## src/rtl/mem_bus_arbiter_pkg.sv

```systemverilog
// Shared definitions for the CPU/DMA memory bus arbiter: FSM state encoding
// and the default burst limit.
package mem_bus_arbiter_pkg;

    typedef enum logic [2:0] {
        ARB_CPU_OWN  = 3'd0,
        ARB_DRAIN    = 3'd1,
        ARB_GAP      = 3'd2,
        ARB_DMA_OWN  = 3'd3,
        ARB_HANDBACK = 3'd4
    } arb_state_t;

    localparam int DEFAULT_HOLD_MAX = 16;

endpackage

```

## src/rtl/mem_bus_arbiter_burst_counter.sv

```systemverilog
// Burst transfer counter for one DMA grant. It clears, counts transfers and
// flags both the final transfer and the limit.
module arb_burst_counter #(
    parameter int HOLD_MAX = 16,
    parameter int CW       = $clog2(HOLD_MAX + 1)
) (
    input  logic          clk,
    input  logic          rst,
    input  logic          clear,
    input  logic          inc,
    output logic [CW-1:0] count,
    output logic          last,
    output logic          limit
);

    logic [CW-1:0] count_reg;

    // Saturating increment, so the count can never pass HOLD_MAX.
    always_ff @(posedge clk or negedge rst) begin
        if (!rst) begin
            count_reg <= '0;
        end else if (clear) begin
            count_reg <= '0;
        end else if (inc && !limit) begin
            count_reg <= count_reg + 1'b1;
        end
    end

    assign count = count_reg;
    assign last  = (count_reg == CW'(HOLD_MAX - 1));
    assign limit = (count_reg == CW'(HOLD_MAX));

endmodule

```

## src/rtl/mem_bus_arbiter.sv

```systemverilog
// Memory bus arbiter. The CPU owns the bus by default. A DMA request is taken
// at a CPU instruction boundary and the bus is returned after a bounded burst.
module mem_bus_arbiter
    import mem_bus_arbiter_pkg::*;
#(
    parameter int ADDR_W   = 16,
    parameter int DATA_W   = 8,
    parameter int HOLD_MAX = DEFAULT_HOLD_MAX
) (
    input  logic              clk,
    input  logic              rst,
    input  logic [ADDR_W-1:0] cpu_addr,
    input  logic [DATA_W-1:0] cpu_dout,
    input  logic              cpu_oe,
    input  logic              cpu_we_n,
    input  logic              cpu_boundary,
    output logic              cpu_run,
    input  logic              dma_req,
    input  logic              dma_we,
    input  logic [ADDR_W-1:0] dma_addr,
    input  logic [DATA_W-1:0] dma_dout,
    output logic              dma_gnt,
    output logic              dma_ack,
    output logic [ADDR_W-1:0] mem_addr,
    output logic [DATA_W-1:0] mem_dout,
    output logic              mem_drive,
    output logic              mem_we_n
);

    localparam int CW = $clog2(HOLD_MAX + 1);

    arb_state_t    state_reg, state_next;
    logic          progress_reg, progress_next;
    logic [CW-1:0] burst_count;
    logic          burst_last, burst_limit;
    logic          transfer, count_clear;

    assign transfer    = (state_reg == ARB_DMA_OWN) && dma_req;
    assign count_clear = (state_reg == ARB_HANDBACK);

    arb_burst_counter #(
        .HOLD_MAX (HOLD_MAX),
        .CW       (CW)
    ) u_burst_counter (
        .clk   (clk),
        .rst   (rst),
        .clear (count_clear),
        .inc   (transfer),
        .count (burst_count),
        .last  (burst_last),
        .limit (burst_limit)
    );

    always_ff @(posedge clk or negedge rst) begin
        if (!rst) begin
            state_reg    <= ARB_CPU_OWN;
            progress_reg <= 1'b1;
        end else begin
            state_reg    <= state_next;
            progress_reg <= progress_next;
        end
    end

    // progress gates re-entry to DRAIN: after a forced release the CPU must
    // retire one instruction before the DMA may take the bus again.
    always_comb begin
        state_next    = state_reg;
        progress_next = progress_reg;
        case (state_reg)
            ARB_CPU_OWN: begin
                if (cpu_boundary) progress_next = 1'b1;
                if (dma_req && progress_reg) state_next = ARB_DRAIN;
            end
            ARB_DRAIN: begin
                if (!dma_req)          state_next = ARB_CPU_OWN;
                else if (cpu_boundary) state_next = ARB_GAP;
            end
            ARB_GAP: begin
                state_next = dma_req ? ARB_DMA_OWN : ARB_HANDBACK;
            end
            ARB_DMA_OWN: begin
                if (!dma_req || burst_last) state_next = ARB_HANDBACK;
            end
            ARB_HANDBACK: begin
                // The counter still holds the burst length here, so hitting the
                // limit means the release was forced.
                progress_next = !burst_limit;
                state_next    = ARB_CPU_OWN;
            end
            default: begin
                state_next = ARB_CPU_OWN;
            end
        endcase
    end

    always_comb begin
        cpu_run   = 1'b0;
        dma_gnt   = 1'b0;
        dma_ack   = 1'b0;
        mem_addr  = cpu_addr;
        mem_dout  = cpu_dout;
        mem_drive = 1'b0;
        mem_we_n  = 1'b1;
        case (state_reg)
            ARB_CPU_OWN, ARB_DRAIN: begin
                cpu_run   = 1'b1;
                mem_drive = cpu_oe;
                mem_we_n  = cpu_we_n | ~rst;
            end
            ARB_DMA_OWN: begin
                dma_gnt   = 1'b1;
                dma_ack   = dma_req;
                mem_addr  = dma_addr;
                mem_dout  = dma_dout;
                mem_drive = dma_we;
                // A write strobe only goes out while a transfer is actually requested.
                mem_we_n  = ~(dma_we & dma_req);
            end
            default: begin
            end
        endcase
    end

endmodule

```

## config.mk

```make
export PLATFORM = sky130hd
export DESIGN_NAME = mem_bus_arbiter
export DESIGN_NICKNAME = d
export VERILOG_FILES = /design/src/rtl/mem_bus_arbiter_pkg.sv /design/src/rtl/mem_bus_arbiter_burst_counter.sv /design/src/rtl/mem_bus_arbiter.sv
export SDC_FILE = /design/constraint.sdc
export NUM_CORES = 1
export LEC_CHECK = 0
export CORE_MARGIN = 2
export CORE_UTILIZATION = 31
export CTS_CLUSTER_DIAMETER = 120
export CTS_CLUSTER_SIZE = 40
export DETAILED_ROUTE_END_ITERATION = 7
export PLACE_DENSITY = 0.8
export SYNTH_ARGS = -nofsm -noshare
export SYNTH_HDL_FRONTEND = slang
export SYNTH_SLANG_ARGS = --single-unit
```

## constraint.sdc

```tcl
create_clock -name clk -period 2.3 [get_ports clk]
set_input_delay 0.69 -clock clk [delete_from_list [all_inputs] [get_ports clk]]
set_output_delay 0.69 -clock clk [all_outputs]
set_load 0.02 [all_outputs]
```

==> flow_metrics.env, run 1 <==
export IMPL_crit_path_end_kind="primary output"
export IMPL_crit_path_end="mem_dout[4]"
export IMPL_synth_top_area_share_pct=28.6
export IMPL_die_area_mm2=0.00350
export IMPL_drtIter0Drc=40
export IMPL_path_class="flip-flop to primary output"
export IMPL_antenna_found_initial=0
export IMPL_dp_hpwl_um=2950
export IMPL_nNetsFinal=245
export IMPL_wl_um=3910
export IMPL_drive_above_1_share_pct=45.2
export IMPL_io_pins=84
export IMPL_violations="negative setup slack"
export IMPL_wl_met1_um=1400
export IMPL_cts_sinks=9
export IMPL_rows=20
export IMPL_clk_pin_slew_ns=0.06
export IMPL_cts_tree="built"
export IMPL_fillCellCount=225
export IMPL_post_dp_cell_area_mm2=0.00188
export IMPL_multi_input_area_um2=669
export IMPL_ant_nets=0
export IMPL_pwr_density_cell_mw_per_mm2=418
export IMPL_track_usage_pct=20.7
export IMPL_portBuffers=83
export IMPL_met3_wirelength_um=347
export IMPL_ff_latch_area_um2=226
export IMPL_max_freq_ghz=0.420
export IMPL_cts_root_buf="clkbuf_4"
export IMPL_fin_setup_tns_ns=-0.340
export IMPL_area_growth_pct=111
export IMPL_tightestPinTransition_ns=0.385
export IMPL_period_needed_ns=2.38
export IMPL_diodes=0
export IMPL_cts_buffers=3
export IMPL_seq_power_share_pct=27.2
export IMPL_synth_area_um2=945
export IMPL_setup_ws_ns=-0.0792
export IMPL_hold_class="flip-flop to flip-flop"
export IMPL_initial_utilization_pct=31.7
export IMPL_ys_warnings_count=0
export IMPL_r2r_start="u_burst_counter.count[0]$_DFFE_PN0P_"
export IMPL_clock_latency_ns=0.27
export IMPL_yosys_register_bits=9
export IMPL_rsz0062_at_grt="true"
export IMPL_worstReg2RegEnd="u_burst_counter.count[4]$_DFFE_PN0P_"
export IMPL_combPwrFrac_pct=57.3
export IMPL_avgViaCountPerCell=4.92
export IMPL_drc_errors=0
export IMPL_ys_types=34
export IMPL_synth_nets=141
export IMPL_worst_r2r_path_depth=4
export IMPL_ir_drop_mv=0.314
export IMPL_swShare_pct=35.9
export IMPL_place_congestion=0.917
export IMPL_die_h_um=59.2
export IMPL_grt_max_degree=11
export IMPL_avgRoutedWirePerCell_um=17.9
export IMPL_pwr_share_clk_pct=15.5
export IMPL_power_internal_uw=534
export IMPL_grt_pass1_wl_um=5320
export IMPL_met2_wirelength_um=2110
export IMPL_num_vias=1078
export IMPL_postCtsHoldBufs=0
export IMPL_crit_path_max_fanout=8
export IMPL_syn_avg_cell_area_um2=11.4
export IMPL_r2r_setup_slack_ns=0.79
export IMPL_first_pass_iters=4
export IMPL_post_route_cell_area_mm2=0.00199
export IMPL_setup_violations_final=8
export IMPL_finalCritPeriodShare_pct=103
export IMPL_grt_ovfl_total=0
export IMPL_ys_seq_area_share_pct=24.0
export IMPL_synth_area_top_cells="mux2_4 29%, dfrtp_1 21%, mux2_2 7.2%"
export IMPL_cts_buffer_depth=2
export IMPL_finClkSkew_ns=0.00282
export IMPL_grt_pass1_vias=1061
export IMPL_coreArea_mm2=0.00298
export IMPL_slew_headroom_pct=74.2
export IMPL_cap_violations=0
export IMPL_total_leakage_power_nw=0.930
export IMPL_cp_required_ns=1.61
export IMPL_crit_arrival_ns=1.69
export IMPL_crit_start="state_reg[2]$_DFFE_PN0P_"
export IMPL_crit_path_start_kind="flip-flop"
export IMPL_die_w_um=59.2
export IMPL_syn_inst=83
export IMPL_p_switching_uw=299
export IMPL_top_layer="met4"
export IMPL_status="complete, but fails checks"
export IMPL_slew_viol_final=0
export IMPL_hold_viol=0
export IMPL_largest_reg_flops=5
export IMPL_yosys_area_top_type="mux2_4"
export IMPL_htree_levels=1
## cells in the mapped netlist (all sizes together)
cell     instances
mux2            24
dfrtp            8
inv              7
nor2             5
a21oi            4
buf              4
ha               3
nand3            3
nand2            2
nand2b           2
o21ai            2
a211oi           1
a221oi           1
a22o             1
a2bb2oi          1
a311oi           1
a31o             1
a31oi            1
a32oi            1
and3             1
and4bb           1
dfstp            1
nand4b           1
nand4bb          1
nor3             1
nor3b            1
o21a             1
o31ai            1
or3              1
or3b             1
## routing by layer
layer / GRT usage [%] / vias up
li1: - / 517
met1: 20.8 / 500
met2: 42.1 / 56
met3: 3.49 / 5
met4: 5.84 / 0
met5: 0 / -
## layout make-up
| class | instances | area share [%] |
|---|---|---|
| sequential | 9 | 11.4 |
| inverter | 7 | 1.32 |
| tap | 33 | 2.07 |
| timing repair buffer | 102 | 50.3 |
| clock buffer | 4 | 1.32 |
| multi-input combinational | 64 | 33.6 |
## metrics by stage
step | hold WS (ns) | worst slack [ns] | cells | utilization (%) | power (mW)
final | 0.508 | -0.0792 | 219 | 66.9 | 0.833
after global routing | 0.528 | -0.126 | 219 | 66.9 | 0.876
after CTS | 0.509 | -0.137 | 218 | 65.2 | 0.817
after detailed placement | 0.498 | -0.512 | 206 | 63.2 | 0.684
after global placement | 0.495 | -0.518 | 206 | 63.2 | 0.660
after floorplan | 0.394 | 0.281 | 83 | - | 0.458
## critical path: stages, from the launching register on
cell      delay [ns]
dfrtp_1         0.38
nand2b_4        0.18
nor2_8          0.17
buf_12          0.16
buf_6           0.10
mux2_4          0.29
buf_6           0.13
## power groups by stage
stage | Clock (mW) | Sequential (mW) | Combinational, mW
after floorplan | 0 | 0.221 | 0.237
after global placement | 0 | 0.226 | 0.434
after detailed placement | 0 | 0.229 | 0.455
after CTS | 0.132 | 0.226 | 0.459
after global routing | 0.133 | 0.232 | 0.511
final | 0.129 | 0.227 | 0.477
## cell families (layout without fill, tap and decap cells)
group | after synthesis | after routing | share of synthesized area [%]
flops | 9 | 9 | 24.0
fa+ha+maj | 3 | 3 | 3.97
buf+inv | 11 | 113 | 7.15
compound gates | 16 | 16 | 11.8
simple gates | 20 | 21 | 17.4
mux | 24 | 24 | 35.8
## layout by cell type, fill, tap and decap left out, types with 2 or more instances in the layout
cell type,count
inv_2,2
buf_6,29
nand2_1,2
ha_1,3
dlygate4sd2_1,2
clkbuf_4,3
dfrtp_1,8
clkdlybuf4s50_1,53
buf_4,9
nor2_1,4
inv_1,5
nand3_1,3
buf_2,7
o21ai_0,2
a21oi_1,4
mux2_2,4
mux2_4,20
## how the worst min path moves through the flow
stage	startpoint	endpoint	slack [ns]	cells after the start
2_1_floorplan	rst	state_reg[0]$_DFFE_PN0P_	0.39	0
3_5_place_dp	progress_reg$_DFFE_PN1P_	progress_reg$_DFFE_PN1P_	0.50	1
6_report	progress_reg$_DFFE_PN1P_	progress_reg$_DFFE_PN1P_	0.51	1
5_1_grt	progress_reg$_DFFE_PN1P_	progress_reg$_DFFE_PN1P_	0.53	1
3_3_place_gp	progress_reg$_DFFE_PN1P_	progress_reg$_DFFE_PN1P_	0.50	1
4_1_cts	progress_reg$_DFFE_PN1P_	progress_reg$_DFFE_PN1P_	0.51	1
## what timing repair did
item,in CTS,in global routing
resized for setup,136,31
pin swaps,2,1
setup buffers,7,4
setup endpoints to repair,29,24
gates cloned,1,0
Power figures use the tool's default switching activity.
==> run 2: changes to the inputs <==
--- a/config.mk
+++ b/config.mk
@@ -5,12 +5,13 @@
 export SDC_FILE = /design/constraint.sdc
 export NUM_CORES = 1
 export LEC_CHECK = 0
+export CORE_ASPECT_RATIO = 2
 export CORE_MARGIN = 2
-export CORE_UTILIZATION = 31
+export CORE_UTILIZATION = 28
 export CTS_CLUSTER_DIAMETER = 120
 export CTS_CLUSTER_SIZE = 40
 export DETAILED_ROUTE_END_ITERATION = 7
-export PLACE_DENSITY = 0.8
+export PLACE_DENSITY = 0.76
 export SYNTH_ARGS = -nofsm -noshare
 export SYNTH_HDL_FRONTEND = slang
 export SYNTH_SLANG_ARGS = --single-unit
==> constraint.sdc (replaced) <==
create_clock -name clk -period 2.05 [get_ports clk]
set_input_delay 0.615 -clock clk [delete_from_list [all_inputs] [get_ports clk]]
set_output_delay 0.615 -clock clk [all_outputs]
set_load 0.02 [all_outputs]
==> run 2 against run 1 <==
Net effect:
- the run still ends with negative setup slack left
- sequential share of layout area about the same
- wire length decreased by 2.4%
- sequential power increased by 15%
- clock skew about the same
- clock power increased by 64%
- first-iteration DRC count decreased by 70%
- hold slack got worse by 0.0063 ns
- non-clock buffer count decreased by 3
- largest cell class unchanged
==> flow_metrics.env, run 2 (synthesis results as in run 1) <==
export IMPL_crit_path_max_fanout=6
export IMPL_final_cell_mix="51 x clkdlybuf4s50_1, 29 x buf_6, 22 x mux2_4"
export IMPL_htree_levels=1
export IMPL_met3_wirelength_um=567
export IMPL_tightestPinTransition_ns=0.368
export IMPL_avgViaCountPerCell=5.06
export IMPL_diodes=0
export IMPL_fin_setup_tns_ns=-2.25
export IMPL_postLayoutCoreUtil_pct=62.7
export IMPL_grt_ovfl_total=0
export IMPL_total_leakage_power_nw=0.949
export IMPL_antenna_found_initial=0
export IMPL_nNetsFinal=241
export IMPL_ir_drop_mv=0.422
export IMPL_cap_violations=0
export IMPL_path_class="flip-flop to primary output"
export IMPL_ff_latch_area_um2=226
export IMPL_fillCellCount=269
export IMPL_area_growth_pct=112
export IMPL_cts_tree="built"
export IMPL_crit_path_end_kind="primary output"
export IMPL_die_w_um=45.1
export IMPL_final_common_cell="clkdlybuf4s50_1"
export IMPL_clock_latency_ns=0.24
export IMPL_finClkSkew_ns=0.00299
export IMPL_pwr_density_cell_mw_per_mm2=502
export IMPL_grt_pass1_vias=1182
export IMPL_dp_slack_ns=-0.590
export IMPL_hold_viol=0
export IMPL_portBuffers=83
export IMPL_multi_input_area_um2=673
export IMPL_violations="negative setup slack"
export IMPL_slew_headroom_pct=75.4
export IMPL_cts_buffer_depth=2
export IMPL_coreArea_mm2=0.00319
export IMPL_die_area_mm2=0.00388
export IMPL_cp_required_ns=1.43
export IMPL_cts_root_buf="clkbuf_8"
export IMPL_slew_viol_final=0
export IMPL_finalCritPeriodShare_pct=106
export IMPL_wl_met1_um=1270
export IMPL_period_needed_ns=2.17
export IMPL_postCtsHoldBufs=0
export IMPL_num_vias=1078
export IMPL_power_mw=1.00
export IMPL_hold_class="flip-flop to flip-flop"
export IMPL_top_layer="met4"
export IMPL_die_h_um=86.1
export IMPL_crit_arrival_ns=1.55
export IMPL_place_congestion=0.802
export IMPL_ant_nets=0
export IMPL_track_usage_pct=19.8
export IMPL_initial_utilization_pct=29.6
export IMPL_crit_path_start_kind="flip-flop"
export IMPL_grt_max_degree=11
export IMPL_met2_wirelength_um=1960
export IMPL_io_pins=84
export IMPL_cts_buffers=3
export IMPL_wl_um=3820
export IMPL_stdcell_count=213
export IMPL_setup_ws_ns=-0.116
export IMPL_cts_sinks=9
export IMPL_rsz0062_at_grt="true"
export IMPL_first_pass_iters=4
export IMPL_setup_violations_final=24
export IMPL_dp_hpwl_um=3080
export IMPL_largest_reg_flops=5
export IMPL_status="complete, but fails checks"
export IMPL_timing_hold_ws_ns=0.502
export IMPL_drtIter0Drc=12
export IMPL_grt_pass1_wl_um=5710
export IMPL_clk_pin_slew_ns=0.05
export IMPL_post_route_cell_area_mm2=0.00200
export IMPL_drc_errors=0
export IMPL_placed_cells=205
export IMPL_post_dp_cell_area_mm2=0.00188
export IMPL_max_freq_ghz=0.462
export IMPL_avgRoutedWirePerCell_um=17.9
export IMPL_rows=29
export IMPL_drive_above_1_share_pct=45.1
[run 2: cell types whose count changed in the layout (fill, tap and decap cells not counted), moves of 2 or more]
cell / delta
buf_2: -5
buf_4: +4
clkbuf_4: -3
clkbuf_8: +3
clkdlybuf4s50_1: -2
mux2_2: -2
mux2_4: +2
[run 2: layer usage]
layer | global-route usage [%] | vias up
li1 | - | 505
met1 | 20.1 | 489
met2 | 35.7 | 82
met3 | 8.42 | 2
met4 | 4.01 | 0
met5 | 0 | -
[run 2: area by class of cell]
cell class	instances	share of cell area (%)
clock buffers	3	2.06
flip-flops and latches	9	11.3
repair buffers	99	49.5
well taps	31	1.94
inverters	7	1.31
multi-input cells	63	33.6
clock inverters	1	0.250
[run 2: critical path, cell delays in order (launching register included)]
cell and delay, ns:
dfrtp_1 0.37, nand2b_4 0.17, nor2_8 0.16, buf_6 0.17, mux2_4 0.31, buf_6 0.13
[run 2: what timing repair did]
item,in CTS,in global routing
gates cloned,2,0
pin swaps,2,2
buffers inserted,5,1
resized for setup,174,15
setup endpoints to repair,29,27
[run 2: where the power goes]
part           switching (mW)  leakage, nW  internal (mW)  total [mW]
registers              0.0407        0.116          0.220       0.261
clock network          0.0779       0.0255          0.133       0.211
logic                   0.226        0.807          0.307       0.533
total                   0.344        0.949          0.660        1.00
[run 2: path summary, 6_finish.rpt]
check	from	endpoint	slack (ns)	depth (start not counted)
max reg2reg	state_reg[2]$_DFFE_PN0P_	u_burst_counter.count[3]$_DFFE_PN0P_	0.52	6
max in group asynchronous	rst	progress_reg$_DFFE_PN1P_	1.13	2
max	state_reg[2]$_DFFE_PN0P_	mem_addr[6]	-0.12	5
min reg2reg	progress_reg$_DFFE_PN1P_	progress_reg$_DFFE_PN1P_	0.50	1
min	progress_reg$_DFFE_PN1P_	progress_reg$_DFFE_PN1P_	0.50	1
min in group asynchronous	rst	u_burst_counter.count[0]$_DFFE_PN0P_	0.71	2
